==> src/rtl/score_pkg.sv <==
// Shared definitions for the BCD score display.
//   SEG_BLANK  : all segments off (active-low segment bus)
//   SEG_TABLE  : BCD digit 0-9 -> active-low segment pattern, bit 0 = segment a
//   MAX_DIGITS : largest supported score width in BCD digits
//   seg_of()   : table lookup; codes above 9 decode to blank
package score_pkg;

  localparam int MAX_DIGITS = 6;

  localparam logic [6:0] SEG_BLANK = 7'b1111111;

  // Index 0 is the rightmost entry.
  localparam logic [9:0][6:0] SEG_TABLE = {
    7'b0010000,  // 9
    7'b0000000,  // 8
    7'b1111000,  // 7
    7'b0000010,  // 6
    7'b0010010,  // 5
    7'b0011001,  // 4
    7'b0110000,  // 3
    7'b0100100,  // 2
    7'b1111001,  // 1
    7'b1000000   // 0
  };

  function automatic logic [6:0] seg_of(input logic [3:0] d);
    if (d <= 4'd9) begin
      return SEG_TABLE[d];
    end
    return SEG_BLANK;
  endfunction

endpackage

==> src/rtl/bcd_digit.sv <==
// One decimal digit of the score counter.
//   clk       : clock
//   rst_n     : synchronous active-low reset (digit -> 0)
//   clr       : synchronous clear (digit -> 0), below reset in priority
//   inc       : increment request for the whole score
//   carry_in  : all lower digits are 9 (tied high for the least-significant digit)
//   carry_out : this digit and all lower digits are 9
//   digit_q   : current digit value
//   digit_d   : value the digit takes at the next edge (if not in reset)
module bcd_digit (
  input  logic       clk,
  input  logic       rst_n,
  input  logic       clr,
  input  logic       inc,
  input  logic       carry_in,
  output logic       carry_out,
  output logic [3:0] digit_q,
  output logic [3:0] digit_d
);

  assign carry_out = carry_in && (digit_q == 4'd9);

  always_comb begin
    digit_d = digit_q;
    if (clr) begin
      digit_d = 4'd0;
    end else if (inc && carry_in) begin
      digit_d = (digit_q == 4'd9) ? 4'd0 : digit_q + 4'd1;
    end
  end

  always_ff @(posedge clk) begin
    if (!rst_n) begin
      digit_q <= 4'd0;
    end else begin
      digit_q <= digit_d;
    end
  end

endmodule

==> src/rtl/score_bcd_display.sv <==
// Saturating BCD score counter with high-score tracking and a registered,
// leading-zero-blanked seven-segment display.
//   CLK_50M     : clock
//   RSTn        : synchronous active-low reset
//   add_cube    : add-point level; each rising edge adds one point
//   clear_score : zero the current score (high score kept)
//   show_hi     : display high score (1) or current score (0)
//   hex         : active-low segments, digit i at [7i+6:7i]
//   score_bcd   : current score, packed BCD
//   hi_bcd      : high score, packed BCD
//   saturated   : score is all nines
module score_bcd_display
  import score_pkg::*;
#(
  parameter int DIGITS   = 2,
  parameter int BLANK_LZ = 1
) (
  input  logic                  CLK_50M,
  input  logic                  RSTn,
  input  logic                  add_cube,
  input  logic                  clear_score,
  input  logic                  show_hi,
  output logic [7*DIGITS-1:0]   hex,
  output logic [4*DIGITS-1:0]   score_bcd,
  output logic [4*DIGITS-1:0]   hi_bcd,
  output logic                  saturated
);

  logic                  add_prev_q;
  logic                  rise;
  logic                  inc;
  logic                  score_max;
  logic [4*DIGITS-1:0]   score_q;
  logic [4*DIGITS-1:0]   score_d;
  logic [4*DIGITS-1:0]   all_nines;
  logic [4*DIGITS-1:0]   hi_q;
  logic                  score_gt_hi;
  logic                  saturated_q;
  logic [4*DIGITS-1:0]   disp_sel;
  logic [7*DIGITS-1:0]   hex_q;
  logic [7*DIGITS-1:0]   hex_d;
  logic [7*DIGITS-1:0]   hex_rst;

  assign rise = add_cube && !add_prev_q;
  // A rise while at all-nines is dropped rather than wrapping the counter.
  assign inc  = rise && !score_max;

  genvar gi;
  generate
    for (gi = 0; gi < DIGITS; gi++) begin : g_digit
      logic cin;
      logic cout;
      if (gi == 0) begin : g_lsd
        assign cin = 1'b1;
      end else begin : g_upper
        assign cin = g_digit[gi-1].cout;
      end

      bcd_digit u_digit (
        .clk       (CLK_50M),
        .rst_n     (RSTn),
        .clr       (clear_score),
        .inc       (inc),
        .carry_in  (cin),
        .carry_out (cout),
        .digit_q   (score_q[4*gi +: 4]),
        .digit_d   (score_d[4*gi +: 4])
      );

      assign all_nines[4*gi +: 4] = 4'd9;
      assign hex_rst[7*gi +: 7]   = (gi == 0 || BLANK_LZ == 0) ? seg_of(4'd0) : SEG_BLANK;
    end
  endgenerate

  // Carry out of the top digit is set exactly when every digit is 9.
  assign score_max = g_digit[DIGITS-1].cout;

  // Magnitude compare, most-significant digit first: the first differing
  // digit decides.
  always_comb begin
    logic decided;
    score_gt_hi = 1'b0;
    decided     = 1'b0;
    for (int i = DIGITS - 1; i >= 0; i--) begin
      if (!decided && (score_q[4*i +: 4] != hi_q[4*i +: 4])) begin
        decided     = 1'b1;
        score_gt_hi = score_q[4*i +: 4] > hi_q[4*i +: 4];
      end
    end
  end

  assign disp_sel = show_hi ? hi_q : score_q;

  // Walk from the top digit down; a digit is blanked while it and every
  // digit above it are zero. Digit 0 always shows.
  always_comb begin
    logic       all_zero;
    logic [3:0] d;
    hex_d    = '0;
    all_zero = 1'b1;
    d        = 4'd0;
    for (int i = DIGITS - 1; i >= 0; i--) begin
      d        = disp_sel[4*i +: 4];
      all_zero = all_zero && (d == 4'd0);
      if ((BLANK_LZ != 0) && (i > 0) && all_zero) begin
        hex_d[7*i +: 7] = SEG_BLANK;
      end else begin
        hex_d[7*i +: 7] = seg_of(d);
      end
    end
  end

  always_ff @(posedge CLK_50M) begin
    if (!RSTn) begin
      add_prev_q  <= 1'b1;  // a level held high across reset release is not a rise
      hi_q        <= '0;
      saturated_q <= 1'b0;
      hex_q       <= hex_rst;
    end else begin
      add_prev_q  <= add_cube;
      if (score_gt_hi) begin
        hi_q <= score_q;
      end
      // Compare the next score so the flag rises on the same edge as the score.
      saturated_q <= (score_d == all_nines);
      hex_q       <= hex_d;
    end
  end

  assign score_bcd = score_q;
  assign hi_bcd    = hi_q;
  assign saturated = saturated_q;
  assign hex       = hex_q;

endmodule

==> config.mk <==
export PLATFORM = sky130hd
export DESIGN_NAME = score_bcd_display
export DESIGN_NICKNAME = d
export VERILOG_FILES = /design/src/rtl/score_pkg.sv /design/src/rtl/bcd_digit.sv /design/src/rtl/score_bcd_display.sv
export SDC_FILE = /design/constraint.sdc
export NUM_CORES = 1
export LEC_CHECK = 0
export ABC_AREA = 1
export CAP_MARGIN = 25
export CORE_ASPECT_RATIO = 0.8
export CORE_MARGIN = 2
export CORE_UTILIZATION = 56
export DETAILED_ROUTE_END_ITERATION = 6
export PLACE_DENSITY = 0.84
export SLEW_MARGIN = 25
export SYNTH_ARGS = -nofsm -noshare
export SYNTH_HDL_FRONTEND = slang
export SYNTH_SLANG_ARGS = --single-unit
==> constraint.sdc <==
create_clock -name CLK_50M -period 4 [get_ports CLK_50M]
set_clock_uncertainty 0.15 [all_clocks]
set_input_delay 0.8 -clock CLK_50M [delete_from_list [all_inputs] [get_ports CLK_50M]]
set_output_delay 0.8 -clock CLK_50M [all_outputs]
set_load 0.005 [all_outputs]
Word-level counts from Yosys, hierarchy flattened --
Memories as Yosys holds them, arrays and structs flattened. A register that Yosys moved wholly into a read port is not among the register bits. Index checks and enable logic that the tools add are counted.
Word-level totals: register bits 25, latch bits 0, memory bits (writable) 0, memory bits (read-only) 224, input bits 5, output and inout bits 31, word-level logic and storage cells 50, memories 2
Memory list:
- (name not given) | depth 16, bits a word 7, read ports 1, clocked after memory_dff 0, wr ports 0, line score_pkg.sv:28 | return SEG_TABLE[d];
- (name not given) | depth 16, bits a word 7, read ports 1, clocked after memory_dff 1, wr ports 0, line score_pkg.sv:28
Cells by class: add/sub/neg operators 2, multipliers 0, divide/modulo/power cells 0, $lt $le $gt $ge 5, equal/unequal tests 5, shift-type cells 0, muxes and demuxes 16, bitwise operators 2, reductions and logical operators 11
Operator list (number):
- 2-to-1 mux 4 bit | 6
- 2-to-1 mux 7 bit | 2
- adder 4 x 1 -> 4 bit (second input constant) | 2
- equality test 4 bit (second input constant) | 2
- equality test 8 bit (second input constant) | 1
- greater-than comparator 4 bit | 2
- <= comparator 4 bit (second input constant) | 2
- 2-to-1 mux 8 bit | 1
- inequality test 4 bit | 2
- 2-to-1 mux 1 bit | 6
- 2-to-1 mux 6 bit | 1
- logical AND 1 bit | 5
- less-than comparator 4 x 5 -> 1 bit (second input constant) | 1
- logical NOT 4 bit | 1
- logical NOT 1 bit | 3
- OR reduction 3 bit | 1
- inverter 1 bit | 2
- AND reduction 2 bit | 1

Longest topological paths before layout --
Gate-level depths: netlist of the first run.
word-level depth 8, gate-level depth with buffers 11, gate-level depth less buffers 11

By module --
Synthesis of the first run repeated with hierarchy kept, for this count alone.
Second synthesis, totals: cell total of the unflattened synthesis 273, area, all modules 1903.1 sq um
By module, submodules not included:
- score_bcd_display | instances 1, cells each 193, area an instance 1402.6 sq um, seq. area each 480.5 sq um
- bcd_digit | instances 2, cells each 40, area an instance 250.2 sq um, seq. area each 80.1 sq um

Worst setup path after synthesis of the first run --
Ideal clock, no wire load.
path kind in2reg, start in show_hi, end reg hex_q[6] (netlist: hex[6]), setup time 130 ps, arrival 2035 ps, required time 3720 ps, slack 1686 ps, stages on the path 7, path buffers 1, cells stage by stage buf_4 > o21ai_0 > inv_1 > ha_1 > or2_2 > o211ai_1 > nand3_1
On the way: word-level cells in the longest chain between the ends 4, elaborated cells between the ends (all ways) 7, classes of those cells order compare (1); mux (4); reduce/logical (1); memory (1)
Ends and longest elaborated chain:
- start: declaration | line score_bcd_display.sv:22 | input logic show_hi,
- 2-to-1 mux 8 bit * | line score_bcd_display.sv:92 | assign disp_sel = show_hi ? hi_q : score_q;
- memory (16 x 7 bit) / <= comparator 4 bit (equally long branches)
- 2-to-1 mux 7 bit (not written as such) / 2-to-1 mux 1 bit (equally long branches) | line score_pkg.sv:28, score_pkg.sv:27
- 2-to-1 mux 7 bit / AND reduction 2 bit (equally long branches)
- end signal: assignment | line score_bcd_display.sv:118 | hex_q <= hex_rst;
- end: declaration | line score_bcd_display.sv:40 | logic [7*DIGITS-1:0] hex_q;
Every way passes the cells marked *; elsewhere a longest branch is shown, timed or not. The select of a mux whose other input is x is not followed. A chain may end at the register's enable or synchronous reset.

Worst setup path after layout of the first run --
Ends and elaborated chain as after synthesis.

==> flow_metrics.py, run 1 <==
metrics = {
    "route": {
        "ant_nets": 0,
        "routedWlPerCell_um": 12.51,
        "drt_iter0_drc": 86,
        "avgViaCountPerCell": 5.337,
        "drtPass1Iterations": 4,
        "num_vias": 1804,
        "wl_um": 4229,
        "post-route-drc-count": 0,
    },
    "global_route": {
        "track_usage": 0.2306,
        "antenna_found_initial": 0,
        "globalRouteOverflowTotal": 0,
        "grt_pass1_wl_um": 7203,
        "grt_pass1_vias": 1616,
        "grt_start_max_net_pins": 17,
    },
    "final_layout": {
        "finish.utilization": 0.7478,
        "area_delta_synth_final_pct": 24.79,
        "fin_nets": 323,
        "antenna_cells": 0,
        "drive_above_1_share": 0.1007,
        "fin_area_um2": 2375,
    },
    "floorplan": {
        "rows": 18,
        "die_area_um2": 3883,
        "die_y_um": 56.14,
        "initial_core_util": 0.5993,
        "die-width_um": 69.18,
        "core_um2": 3176,
        "io-pin-count": 36,
    },
    "timing": {
        "min_period_ns": 2.904,
        "setup_viol_count_final": 0,
        "whs_ns": 0.4500,
        "fin_crit_sh": 0.7261,
        "relSlewSlack": 0.6055,
        "final_hold_viol_count": 0,
        "maxSlewViolCount": 0,
        "setup_tns_ns": 0,
        "worstMarginPinSlew_ns": 0.5855,
        "rsz0062_at_grt": "false",
        "fin_ws_ns": 1.096,
        "max_freq_mhz": 344.3,
    },
    "critical_path": {
        "crit_arrival_ns": 2.91,
        "crit_fanout": 16,
        "reg2reg_slack_ns": 1.88,
        "crit_path_end_kind": "register",
        "critPathSlowestCell": "clkdlybuf4s50_1",
        "worstPathCellList": "clkdlybuf4s50_1 -> o21ai_0 -> inv_1 -> ha_1 -> or2_2 -> o211ai_1 -> nand3_1",
        "crit_required_ns": 4.00,
        "start_kind": "primary input",
        "crit_path_max_incr_delay_ns": 0.68,
        "worstSetupPathType": "in2reg",
    },
    "clock_network": {
        "tritoncts": "built",
        "cts_setup_buffers": 0,
        "cts_buffers": 5,
        "ctsHoldBuffers": 0,
        "clock_latency_ns": 0.29,
        "clk_pin_slew_ns": 0.07,
        "htree_levels": 2,
        "root_buffer": "clkbuf_8",
        "cts_sinks": 32,
        "cts.path.max_buffers": 2,
        "cts_resized": 0,
    },
    "pwr": {
        "ir_drop_v": 0.0003141,
        "p_per_area_nw_per_um2": 460.8,
        "p_leak_uw": 0.001138,
    },
    "placed_design": {
        "portBuffers": 35,
        "dp_hpwl_um": 3084,
        "gp_congestion": 0.8697,
        "post-place-ws_ns": 0.8548,
        "placed_area_um2": 2278,
    },
    "hold_path": {
        "hold_class": "reg2reg",
    },
    "synth": {
        "synth_cells": 261,
        "synth-seq-area-share": 0.3366,
        "syn_area_um2": 1903,
        "ys_warn_count": 0,
        "synth_seq_cells": 32,
        "synth_cell_types": 29,
        "synth.avg_cell_area_um2": 7.291,
        "synth_nets": 286,
    },
    "outcome": {
        "outcome": "finished clean",
    },
    "run": {
        "drv_cap": 0,
    },
}
[placed cells by master, fill, tap and decap left out]
master / n
nor2_8: 1
nor3_1: 1
a21oi_4: 1
nand2_1: 57
nand3_1: 23
nand3_4: 1
or2_2: 2
a21oi_1: 21
o21ai_0: 14
or2_1: 2
a31oi_1: 1
nand3_2: 1
inv_2: 4
clkdlybuf4s50_1: 35
o211ai_1: 2
nand4_1: 3
o21ai_1: 5
inv_1: 29
nor2_4: 2
nor2_2: 1
clkbuf_8: 7
nand2_4: 2
o21ai_2: 4
nand2_2: 4
dfxtp_1: 32
ha_1: 20
nor2_1: 22
or2_0: 1
[stage by stage]
stage / power [µW] / std cells
after floorplan: 688.4 / 261
after global placement: 808.2 / 331
after detailed placement: 822.2 / 331
after CTS: 1095 / 338
after global routing: 1175 / 338
final: 1094 / 338
[cell type report]
type | instances | area (µm²)
inverter | 33 | 123.9
multi-input combinational | 191 | 1114
clock buffer | 7 | 96.34
sequential | 32 | 640.6
tap | 40 | 50.05
timing repair buffer | 35 | 350.3
fill | 244 | 800.8
[sequential cells by signal, summed over array words and instances (netlist names)]
register	count
saturated	1
hi_bcd	8
add_prev_q	1
g_digit.u_digit.digit_q	8
hex	14
[report_power, final]
group	internal, µW	leakage (µW)	switching, µW
combinational	197	0.000825	242
clock	153	0.0000503	118
sequential	366	0.000263	18.9
total	716	0.00114	379
[kinds of logic after synthesis]
group                      after synthesis  synth area share
and+or+nand+nor                        123            0.3103
AOI/OAI and AO/OA                       48            0.1433
buffers and inverters                   38           0.07824
DFF                                     32            0.3366
adders and majority gates               20            0.1315
[worst paths after layout]
path                                                               start  depth (start not counted)                endpoint
worst max-delay path                                             show_hi                          7       hex[6]$_SDFF_PN1_
worst min-delay path                              hi_bcd[0]$_SDFFE_PN0P_                          4  hi_bcd[0]$_SDFFE_PN0P_
worst max register to register  g_digit[0].u_digit.digit_q[2]$_SDFF_PN0_                          7  hi_bcd[6]$_SDFFE_PN0P_
worst min register to register                    hi_bcd[0]$_SDFFE_PN0P_                          4  hi_bcd[0]$_SDFFE_PN0P_
[cells in the mapped netlist]
cell type	number	area (µm²)
nand2_1	57	214.0
dfxtp_1	32	640.6
inv_1	29	108.9
nand3_1	23	115.1
nor2_1	22	82.58
a21oi_1	21	105.1
ha_1	20	250.2
o21ai_0	14	70.07
o21ai_1	5	25.02
inv_2	4	15.01
nand2_2	4	25.02
o21ai_2	4	35.03
nand4_1	3	18.77
buf_2	2	10.01
clkbuf_1	2	7.510
nand2_4	2	22.52
nor2_4	2	22.52
o211ai_1	2	15.01
or2_1	2	12.51
or2_2	2	12.51
a21oi_4	1	16.27
a31oi_1	1	6.260
buf_4	1	7.510
nand3_2	1	10.01
nand3_4	1	17.52
nor2_2	1	6.260
nor2_8	1	20.02
nor3_1	1	5.000
or2_0	1	6.260
[critical path: cells and delay by family]
| family | cells | cell delay [ns] |
|---|---|---|
| fa+ha+maj | 1 | 0.20 |
| buf+inv | 2 | 0.83 |
| simple gates | 2 | 0.38 |
| compound gates | 2 | 0.69 |
[metal layers]
metal | GRT usage | routed length (µm) | up-vias
li1 | - | - | 923
met1 | 0.2905 | 1971 | 803
met2 | 0.3819 | 1911 | 71
met3 | 0.05797 | 302 | 7
met4 | 0.08403 | 43 | 0
met5 | 0 | 0 | -
No activity file was read; power rests on OpenSTA's default activity.
==> run 2, diff against run 1 <==
Settings changed: CORE_UTILIZATION 56 to 52, PLACE_DENSITY 0.84 to 0.79.
Clock period 4 ns to 3 ns, I/O delays scaled along.
==> flow_metrics.py, run 2 (same netlist as run 1, synthesis figures left out) <==
metrics = {
    "pwr": {
        "p_per_area_nw_per_um2": 613.1,
        "p_leak_uw": 0.001152,
        "ir_drop_v": 0.0003869,
    },
    "clock_network": {
        "cts_sinks": 32,
        "tritoncts": "built",
        "ctsHoldBuffers": 0,
        "clock_latency_ns": 0.29,
        "cts_setup_buffers": 0,
        "htree_levels": 2,
        "cts_buffers": 5,
        "cts_resized": 0,
        "root_buffer": "clkbuf_8",
        "clk_pin_slew_ns": 0.06,
        "cts.path.max_buffers": 2,
    },
    "final_layout": {
        "final_cells": 343,
        "largest_register_ffs": 14,
        "final_common_cell": "nand2_1",
        "final_cell_mix": "nand2_1 (57), clkdlybuf4s50_1 (35), dfxtp_1 (32), inv_1 (29), nand3_1 (23)",
        "fin_nets": 326,
        "drive_above_1_share": 0.1096,
        "fin_area_um2": 2400,
        "area_delta_synth_final_pct": 26.10,
        "antenna_cells": 0,
        "finish.utilization": 0.6914,
    },
    "global_route": {
        "track_usage": 0.2227,
        "globalRouteOverflowTotal": 0,
        "grt_start_max_net_pins": 17,
        "antenna_found_initial": 0,
        "grt_pass1_vias": 1569,
        "grt_pass1_wl_um": 7120,
    },
    "critical_path": {
        "worstSetupPathType": "in2reg",
        "reg2regPathDepth": 7,
        "crit_arrival_ns": 2.56,
        "crit_required_ns": 3.01,
        "r2r_end": "hi_bcd[6]$_SDFFE_PN0P_",
        "crit_fanout": 13,
        "start_kind": "primary input",
        "reg2reg_slack_ns": 0.90,
        "crit_path_end_kind": "register",
        "rr_startpoint": "g_digit[0].u_digit.digit_q[2]$_SDFF_PN0_",
    },
    "route": {
        "post-route-drc-count": 0,
        "avgViaCountPerCell": 5.239,
        "wl_um": 4384,
        "routedWlPerCell_um": 12.78,
        "drtPass1Iterations": 4,
        "drt_iter0_drc": 106,
        "num_vias": 1797,
        "ant_nets": 0,
    },
    "floorplan": {
        "die_area_um2": 4163,
        "core_um2": 3471,
        "die-width_um": 71.64,
        "io-pin-count": 36,
        "die_y_um": 58.11,
        "rows": 19,
        "initial_core_util": 0.5483,
    },
    "timing": {
        "min_period_ns": 2.551,
        "maxSlewViolCount": 0,
        "rsz0062_at_grt": "false",
        "fin_crit_sh": 0.8502,
        "max_freq_mhz": 392.1,
        "final_hold_viol_count": 0,
        "relSlewSlack": 0.6136,
        "whs_ns": 0.4488,
        "worstMarginPinSlew_ns": 0.5736,
        "setup_viol_count_final": 0,
        "setup_tns_ns": 0,
    },
    "hold_path": {
        "hold_path_depth": 2,
        "hold_end": "hi_bcd[7]$_SDFFE_PN0P_",
        "hp-start": "g_digit[1].u_digit.digit_q[3]$_SDFF_PN0_",
        "hold_class": "reg2reg",
    },
    "placed_design": {
        "dp_hpwl_um": 3134,
        "gp_congestion": 0.9193,
        "post-place-cells": 336,
        "portBuffers": 35,
        "placed_area_um2": 2303,
    },
    "run": {
        "drv_cap": 0,
    },
    "outcome": {
        "outcome": "finished clean",
    },
}
## run 2: cell count changes in the layout (fill, tap and decap cells not counted)
cell | previous run | this run
buf_4 | 0 | 3
## run 2: worst max path at each step
stage	end	from	slack [ns]	depth (start not counted)
final	hex[8]$_SDFF_PP1_	show_hi	0.45	6
after global routing	hex[8]$_SDFF_PP1_	show_hi	0.27	7
after CTS	hex[8]$_SDFF_PP1_	show_hi	0.47	6
after detailed placement	hex[8]$_SDFF_PP1_	show_hi	0.16	6
after global placement	hex[7]$_SDFF_PP1_	show_hi	0.32	7
after floorplan	hex[6]$_SDFF_PN1_	show_hi	0.89	7
## run 2: where the power goes
part	internal (µW)	leakage, µW	switching (µW)
logic	267	0.000839	327
clock network	204	0.0000503	161
registers	487	0.000263	24.9
## run 2: area by class of cell
class                      instances  area, µm²
inverter                          33      123.9
sequential                        32      640.6
clock buffer                       7      96.34
timing repair buffer              38      372.9
multi-input combinational        191       1114
tap                               42      52.55
fill                             322       1071
## run 2: stage by stage
step | setup slack [ns] | total power, µW
global route | 0.2713 | 1582
CTS | 0.4690 | 1474
floorplan | 0.8856 | 917.9
detailed placement | 0.1616 | 1105
finish | 0.4494 | 1471
global placement | 0.3215 | 1085
## run 2: per-layer routing
metal  global-route usage  wire length (µm)  vias up
met5                    0                 0        -
met4              0.07547                57        0
met3              0.06783               259        7
met2               0.3558              1938       52
met1               0.2880              2128      811
li1                     -                 -      927
## run 2: critical path: stages
cell and delay, ns:
clkdlybuf4s50_1 0.63, o21ai_0 0.58, ha_1 0.30, o21ai_1 0.11
a21oi_4 0.24, o21ai_0 0.12
==> run 3, diff against run 2 <==
Settings changed: SLEW_MARGIN 25 to default.
==> results of run 3 <==
Same layout as run 2: the final DEF is identical, and so are final timing and power.
